## src/rtl/pipeline_stall_ctrl_if.sv

```systemverilog
`default_nettype none
// ============================================================================
// Module      : pipeline_stall_ctrl_if
// Description : Bundle of the stall/flush sequencer's pipeline-side signals.
//               master : the stall controller (consumes hazard/handshake
//                        inputs, drives stage enables/flushes and timeout)
//               slave  : the pipeline / core top
// Signals     : hz_stall, br_redirect, imem_ack, mem_access, dmem_ack (to ctrl)
//               pc_en, if_id_en, id_ex_en, ex_mem_en, mem_wb_en,
//               if_id_flush, id_ex_flush, mem_wb_flush, mem_timeout (from ctrl)
// Revision    : 1.0 - initial release
// ============================================================================
interface pipeline_stall_ctrl_if;
    logic hz_stall;
    logic br_redirect;
    logic imem_ack;
    logic mem_access;
    logic dmem_ack;
    logic pc_en;
    logic if_id_en;
    logic id_ex_en;
    logic ex_mem_en;
    logic mem_wb_en;
    logic if_id_flush;
    logic id_ex_flush;
    logic mem_wb_flush;
    logic mem_timeout;

    modport master (
        input  hz_stall, br_redirect, imem_ack, mem_access, dmem_ack,
        output pc_en, if_id_en, id_ex_en, ex_mem_en, mem_wb_en,
               if_id_flush, id_ex_flush, mem_wb_flush, mem_timeout
    );

    modport slave (
        output hz_stall, br_redirect, imem_ack, mem_access, dmem_ack,
        input  pc_en, if_id_en, id_ex_en, ex_mem_en, mem_wb_en,
               if_id_flush, id_ex_flush, mem_wb_flush, mem_timeout
    );
endinterface
`default_nettype wire

```

## src/rtl/pipeline_stall_ctrl.sv

```systemverilog
`default_nettype none
// ============================================================================
// Module      : pipeline_stall_ctrl
// Description : Central stall/flush sequencer for the 5-stage core. Resolves
//               DMEM freeze > redirect > load-use > IMEM wait each cycle,
//               tracks DMEM waits with a watchdog (sticky mem_timeout) and
//               discards the wrong-path fetch in flight after a redirect.
// Ports       : clk, rst (sync, active-high)
//               ctrl           pipeline_stall_ctrl_if.master bundle
//               perf_stall_cyc [31:0] cycles with pc_en=0   (optional)
//               perf_flush_cnt [31:0] redirect events       (optional)
// Config      : define STALL_PERF_CNT_EN to add the performance counters
// Revision    : 1.0 - initial release
// ============================================================================
module pipeline_stall_ctrl #(
    parameter int TIMEOUT   = 255,
    parameter int TIMEOUT_W = 8
) (
    input  wire logic                 clk,
    input  wire logic                 rst,
    pipeline_stall_ctrl_if.master     ctrl
`ifdef STALL_PERF_CNT_EN
    ,
    output logic [31:0]               perf_stall_cyc,
    output logic [31:0]               perf_flush_cnt
`endif
);

    typedef enum logic [1:0] {
        S_RUN   = 2'd0,
        S_DWAIT = 2'd1,
        S_RPEND = 2'd2
    } state_t;

    localparam logic [TIMEOUT_W-1:0] C_TIMEOUT = TIMEOUT_W'(TIMEOUT);
    localparam logic [TIMEOUT_W-1:0] C_CNT_MAX = {TIMEOUT_W{1'b1}};

    state_t               r_state;
    logic                 r_pend;        // discard was pending when the freeze began
    logic [TIMEOUT_W-1:0] r_wait_cnt;
    logic                 r_mem_timeout;

    logic w_freeze;
    logic w_eff_rpend;
    logic w_redirect;

    assign w_freeze    = ctrl.mem_access & ~ctrl.dmem_ack;
    // The freeze-exit cycle resumes whatever the freeze interrupted: a pending
    // discard is still honoured so the wrong-path word never reaches IF/ID.
    assign w_eff_rpend = (r_state == S_RPEND) | ((r_state == S_DWAIT) & r_pend);
    assign w_redirect  = ctrl.br_redirect & ~w_freeze;

    always_comb begin
        ctrl.pc_en        = 1'b1;
        ctrl.if_id_en     = 1'b1;
        ctrl.id_ex_en     = 1'b1;
        ctrl.ex_mem_en    = 1'b1;
        ctrl.mem_wb_en    = 1'b1;
        ctrl.if_id_flush  = 1'b0;
        ctrl.id_ex_flush  = 1'b0;
        ctrl.mem_wb_flush = 1'b0;
        if (rst) begin
            ctrl.pc_en        = 1'b0;
            ctrl.if_id_en     = 1'b0;
            ctrl.id_ex_en     = 1'b0;
            ctrl.ex_mem_en    = 1'b0;
            ctrl.mem_wb_en    = 1'b0;
            ctrl.if_id_flush  = 1'b1;
            ctrl.id_ex_flush  = 1'b1;
            ctrl.mem_wb_flush = 1'b1;
        end else if (w_freeze) begin
            // Redirect/load-use are ignored; the frozen EX/ID will re-raise them.
            ctrl.pc_en        = 1'b0;
            ctrl.if_id_en     = 1'b0;
            ctrl.id_ex_en     = 1'b0;
            ctrl.ex_mem_en    = 1'b0;
            ctrl.mem_wb_flush = 1'b1;
        end else if (w_eff_rpend) begin
            // PC already holds the target; only a new redirect may move it.
            ctrl.if_id_flush = 1'b1;
            ctrl.pc_en       = ctrl.br_redirect;
            ctrl.id_ex_flush = ctrl.br_redirect;
        end else if (ctrl.br_redirect) begin
            ctrl.if_id_flush = 1'b1;
            ctrl.id_ex_flush = 1'b1;
        end else if (ctrl.hz_stall) begin
            // Holding IF/ID also covers a concurrent IMEM wait: no flush, so
            // the ID instruction is preserved.
            ctrl.pc_en       = 1'b0;
            ctrl.if_id_en    = 1'b0;
            ctrl.id_ex_flush = 1'b1;
        end else if (!ctrl.imem_ack) begin
            ctrl.pc_en       = 1'b0;
            ctrl.if_id_flush = 1'b1;
        end
    end

    always_ff @(posedge clk) begin
        if (rst) begin
            r_state       <= S_RUN;
            r_pend        <= 1'b0;
            r_wait_cnt    <= '0;
            r_mem_timeout <= 1'b0;
        end else begin
            if (w_freeze) begin
                r_state <= S_DWAIT;
                r_pend  <= w_eff_rpend;
            end else if (w_eff_rpend) begin
                r_pend  <= 1'b0;
                r_state <= (ctrl.imem_ack && !ctrl.br_redirect) ? S_RUN : S_RPEND;
            end else begin
                r_pend  <= 1'b0;
                r_state <= (ctrl.br_redirect && !ctrl.imem_ack) ? S_RPEND : S_RUN;
            end

            if ((r_state == S_DWAIT) && w_freeze) begin
                if (r_wait_cnt != C_CNT_MAX) begin
                    r_wait_cnt <= r_wait_cnt + 1'b1;
                end
                if (r_wait_cnt == C_TIMEOUT) begin
                    r_mem_timeout <= 1'b1;
                end
            end else begin
                r_wait_cnt <= '0;
            end
        end
    end

    assign ctrl.mem_timeout = r_mem_timeout;

`ifdef STALL_PERF_CNT_EN
    logic [31:0] r_perf_stall_cyc;
    logic [31:0] r_perf_flush_cnt;

    always_ff @(posedge clk) begin
        if (rst) begin
            r_perf_stall_cyc <= '0;
            r_perf_flush_cnt <= '0;
        end else begin
            if (!ctrl.pc_en) begin
                r_perf_stall_cyc <= r_perf_stall_cyc + 32'd1;
            end
            if (w_redirect) begin
                r_perf_flush_cnt <= r_perf_flush_cnt + 32'd1;
            end
        end
    end

    assign perf_stall_cyc = r_perf_stall_cyc;
    assign perf_flush_cnt = r_perf_flush_cnt;
`else
    logic w_unused;
    assign w_unused = w_redirect;
`endif

endmodule
`default_nettype wire
```

## src/flat_wrapper.sv

```systemverilog
// flat-port wrapper written by rule: the top's interface ports become plain ports
module pipeline_stall_ctrl_flat 
#(
    parameter int TIMEOUT   = 255,
    parameter int TIMEOUT_W = 8
)
  (clk, rst, ctrl_hz_stall, ctrl_br_redirect, ctrl_imem_ack, ctrl_mem_access, ctrl_dmem_ack, ctrl_pc_en, ctrl_if_id_en, ctrl_id_ex_en, ctrl_ex_mem_en, ctrl_mem_wb_en, ctrl_if_id_flush, ctrl_id_ex_flush, ctrl_mem_wb_flush, ctrl_mem_timeout);
  pipeline_stall_ctrl_if ctrl_i ();
  input  wire logic clk;
  input  wire logic rst;
  input wire logic [$bits(ctrl_i.hz_stall)-1:0] ctrl_hz_stall;
  input wire logic [$bits(ctrl_i.br_redirect)-1:0] ctrl_br_redirect;
  input wire logic [$bits(ctrl_i.imem_ack)-1:0] ctrl_imem_ack;
  input wire logic [$bits(ctrl_i.mem_access)-1:0] ctrl_mem_access;
  input wire logic [$bits(ctrl_i.dmem_ack)-1:0] ctrl_dmem_ack;
  output wire logic [$bits(ctrl_i.pc_en)-1:0] ctrl_pc_en;
  output wire logic [$bits(ctrl_i.if_id_en)-1:0] ctrl_if_id_en;
  output wire logic [$bits(ctrl_i.id_ex_en)-1:0] ctrl_id_ex_en;
  output wire logic [$bits(ctrl_i.ex_mem_en)-1:0] ctrl_ex_mem_en;
  output wire logic [$bits(ctrl_i.mem_wb_en)-1:0] ctrl_mem_wb_en;
  output wire logic [$bits(ctrl_i.if_id_flush)-1:0] ctrl_if_id_flush;
  output wire logic [$bits(ctrl_i.id_ex_flush)-1:0] ctrl_id_ex_flush;
  output wire logic [$bits(ctrl_i.mem_wb_flush)-1:0] ctrl_mem_wb_flush;
  output wire logic [$bits(ctrl_i.mem_timeout)-1:0] ctrl_mem_timeout;
  assign ctrl_i.hz_stall = ctrl_hz_stall;
  assign ctrl_i.br_redirect = ctrl_br_redirect;
  assign ctrl_i.imem_ack = ctrl_imem_ack;
  assign ctrl_i.mem_access = ctrl_mem_access;
  assign ctrl_i.dmem_ack = ctrl_dmem_ack;
  assign ctrl_pc_en = ctrl_i.pc_en;
  assign ctrl_if_id_en = ctrl_i.if_id_en;
  assign ctrl_id_ex_en = ctrl_i.id_ex_en;
  assign ctrl_ex_mem_en = ctrl_i.ex_mem_en;
  assign ctrl_mem_wb_en = ctrl_i.mem_wb_en;
  assign ctrl_if_id_flush = ctrl_i.if_id_flush;
  assign ctrl_id_ex_flush = ctrl_i.id_ex_flush;
  assign ctrl_mem_wb_flush = ctrl_i.mem_wb_flush;
  assign ctrl_mem_timeout = ctrl_i.mem_timeout;
  pipeline_stall_ctrl #(.TIMEOUT(TIMEOUT), .TIMEOUT_W(TIMEOUT_W)) u_core (.clk(clk), .rst(rst), .ctrl(ctrl_i));
endmodule
```

## config.mk

```make
export PLATFORM = sky130hd
export DESIGN_NAME = pipeline_stall_ctrl_flat
export DESIGN_NICKNAME = d
export VERILOG_FILES = /design/src/rtl/pipeline_stall_ctrl_if.sv /design/src/rtl/pipeline_stall_ctrl.sv /design/src/flat_wrapper.sv
export SDC_FILE = /design/constraint.sdc
export NUM_CORES = 1
export LEC_CHECK = 0
export BUFFER_PORTS_ARGS = -buffer_cell sky130_fd_sc_hd__buf_4
export CAP_MARGIN = 20
export CORE_MARGIN = 8
export CORE_UTILIZATION = 35
export DETAILED_ROUTE_END_ITERATION = 10
export PLACE_DENSITY = 0.63
export SETUP_SLACK_MARGIN = 0.05
export SYNTH_ARGS = -nofsm -noshare
export SYNTH_HDL_FRONTEND = slang
export SYNTH_SLANG_ARGS = --single-unit
```

## constraint.sdc

```tcl
create_clock -name clk -period 1.31 [get_ports clk]
set_clock_uncertainty 0.05 [all_clocks]
set_input_delay 0.262 -clock clk [delete_from_list [all_inputs] [get_ports clk]]
set_output_delay 0.262 -clock clk [all_outputs]
set_load 0.02 [all_outputs]
```

==> results.md <==
- Final hold vios: 0
- Setup_tns: -1.193 ns
- Share of power burned in registers: 0.491
- Post-synthesis cell type count: 33
- Hpwl dp: approximately 1200 um
- Nets: approximately 110
- DRT antenna net count: 0
- Core ar.: 1708 sq um
- HP Class: in2reg
- Die Height: between 50 and 60 um
- Total number of vias: 666
- Setup-failing EPs final: 4
- Clk buf depth: 2
- Remaining global-route overflow: 0
- Syn_area_per_cell: 8.811 sq um
- Final WS setup: -0.3252 ns
- Initial antenna violation count: 0
- CP cell instances: and3b_2 -> buf_4 -> o31ai_4 -> buf_6
- PwrDens: 749.9 nW/um^2
- Internal power: 0.0005510 W
- Top cell type by total area after synthesis: dfxtp_1
- Max frequency: ~0.61 GHz
- Measured slew at the worst slew-check pin: 0.2793 ns
- Fillers: 151
- GRT Util Overall: 0.09884
- Die area: 3430 sq um
- Number of max-cap violations: 0
- Vias in the first global route: 596
- Crit Path Category: reg2out
- Final WL: 1640 um
- Sink Count: 12
- Combinational share of power: 0.201
- Failing checks: setup timing
- Chip Width: 58.57 um
- Synthesized Nets: 80
- VDD IR-drop max: about 0.00047 V
- Status: finished with violations
- Worst path max stage delay: 0.33 ns
- Sw Pwr: roughly 0.0002 W
- CTS tree: done
- Synth warnings: 0
- First-pass GRT wire length: 2677 um
- DP Cell Count: between 100 and 150
- Num CTS Buffers: 3
- Placer congestion estimate: 0.8052
- Area Growth Syn to Fin: 57.79%
- Initial drt markers: 12
- Critical path's slowest cell: dfxtp_2
- Setup repair after global routing missed its margin: yes
- Rows: 15
- Diode count: 0
- Fin cells: 126
- Initial core utilization: 0.3714
- Post-Syn Area: 634.4 sq um
- Worst-path maximum fanout: 4
- Period Utilization, post-route: 1.248
- Num ports: 16
- Minimum clock period: 1.635 ns
- Ratio of cells with drive above 1 in the final layout: 0.5941
- Clk slew on worst S/H paths: approximately 0.07 ns
- Placement Setup Slack: -0.1032 ns
- Slew margin rel.: 0.8130
- Top cells by area, synth: dfxtp_1 38%, a21oi_1 5.5%, nor3_1 3.9%
- Max-slew violations: 0
- Sw Share: 0.2660
- First-pass iteration count of the detailed router: 4
- Clk pwr share: 0.308
- H-tree depth: 1
- Synthesized instance count: just over 70
- Seq/Total Area, Yosys: 0.3787
- CP required: 1.00 ns
- Leakage power: 0.4019 nW
- Count of port buffers added during placement: 15
- Skew-Pair Late Insertion Delay: ~0.27 ns
- Area share of the largest cell type after synthesis: 0.3787
- Via-per-instance ratio: 5.286
- Startpoint types: flop
- Largest net degree at the start of global routing: 10
- CTS Root Cell: clkbuf_4
- Yosys reg bits: 12
- Routed len/inst: 13.02 um
- DRC: 0
- WP data arrival: roughly 1.3 ns
- Crit end category: primary output
synth_stat cells:
master	n
dfxtp_1	12
a21oi_1	7
nor3_1	5
nor2_1	4
a211oi_1	3
inv_1	3
nand2_1	3
o21ai_0	3
and2_1	2
and3_1	2
and3_2	2
nand3_1	2
nor2b_1	2
o21a_1	2
o31ai_1	2
a21boi_0	1
a311oi_2	1
a31oi_1	1
a41oi_2	1
and3b_1	1
and4_2	1
and4_4	1
and4b_1	1
buf_4	1
clkbuf_1	1
ha_1	1
nand2_2	1
nand2b_1	1
nand3b_2	1
nand4_1	1
nor3b_2	1
nor4_1	1
o2bb2ai_1	1
repair_timing:
item,CTS,global route
gates resized for setup,6,14
hold buffers,0,0
setup endpoints to repair,9,15
buffers inserted,1,1
endpoints found under the hold margin,0,0
pin swaps,3,4
registers in the layout, summed over array words and instances (netlist names):
name,cells
u_core.r_wait_cnt,8
u_core.r_state,2
u_core.r_pend,1
u_core.ctrl.mem_timeout,1
layer usage:
metal  vias to the layer above  routed length, um  global-route usage
met2                        19                693              0.1386
met1                       316                866              0.1311
met4                         0                  0             0.03072
li1                        331                  -                   -
met5                         -                  0                   0
met3                         0                 80             0.04348
worst max-delay path, delay by kind of cell, from the launching register on:
family	cells	cell delay, ns
DFF	1	0.33
and+or+nand+nor	1	0.24
buffers and inverters	2	0.31
AOI/OAI and AO/OA	1	0.17
metrics by stage:
stage / utilization / instance area (sq um) / power (W) / hold WS, ns
final: 0.5861 / 1001 / 0.0007507 / 0.2239
after global routing: 0.5861 / 1001 / 0.0007833 / 0.2176
after CTS: 0.5509 / 940.9 / 0.0007457 / 0.2272
after detailed placement: 0.5216 / 890.9 / 0.0005087 / 0.3997
after global placement: 0.5216 / 890.9 / 0.0005079 / 0.4009
after floorplan: - / 685.7 / 0.0004460 / 0.2928
cells in the final DEF (no fill, tap or decap), drive strengths merged, types with 3 or more instances in the layout:
cell,synthesis,layout
nor2,4,4
and3,4,4
buf,1,28
dfxtp,12,12
a21oi,7,7
o21ai,3,3
inv,3,3
a211oi,3,3
nor3,5,5
nand2,4,4
clkbuf,1,3
power groups by stage:
stage	logic, W	registers [W]	clock network, W
final	0.000151	0.000369	0.000231
after global routing	0.000160	0.000369	0.000254
after CTS	0.000140	0.000370	0.000235
after detailed placement	0.000129	0.000379	0
after global placement	0.000129	0.000379	0
after floorplan	0.0000671	0.000379	0
cell type report:
| class | count | area (sq um) | area share |
|---|---|---|---|
| sequential | 12 | 247.7 | 0.2475 |
| timing repair buffer | 28 | 229.0 | 0.2288 |
| inverter | 3 | 11.26 | 0.01125 |
| clock buffer | 3 | 22.52 | 0.02250 |
| tap | 25 | 31.28 | 0.03125 |
| multi-input combinational | 55 | 459.2 | 0.4587 |
logic make-up (layout without fill, tap and decap cells):
kind of cell | count (synthesis) | in the layout | synth area share
simple gates | 32 | 32 | 0.3195
compound gates | 22 | 22 | 0.2465
flops | 12 | 12 | 0.3787
buf+inv | 5 | 34 | 0.03550
fa+ha+maj | 1 | 1 | 0.01972
path summary, 6_finish.rpt:
path                            slack [ns]  depth (start not counted)                       to                     from
worst min-delay path                  0.22                          3        u_core.r_state[1]         ctrl_br_redirect
worst min register to register        0.43                          1  u_core.ctrl.mem_timeout  u_core.ctrl.mem_timeout
worst max register to register        0.08                          4     u_core.r_wait_cnt[2]     u_core.r_wait_cnt[0]
worst max-delay path                 -0.33                          4         ctrl_id_ex_flush        u_core.r_state[1]
Note: power is estimated with default switching activity, not from simulation.
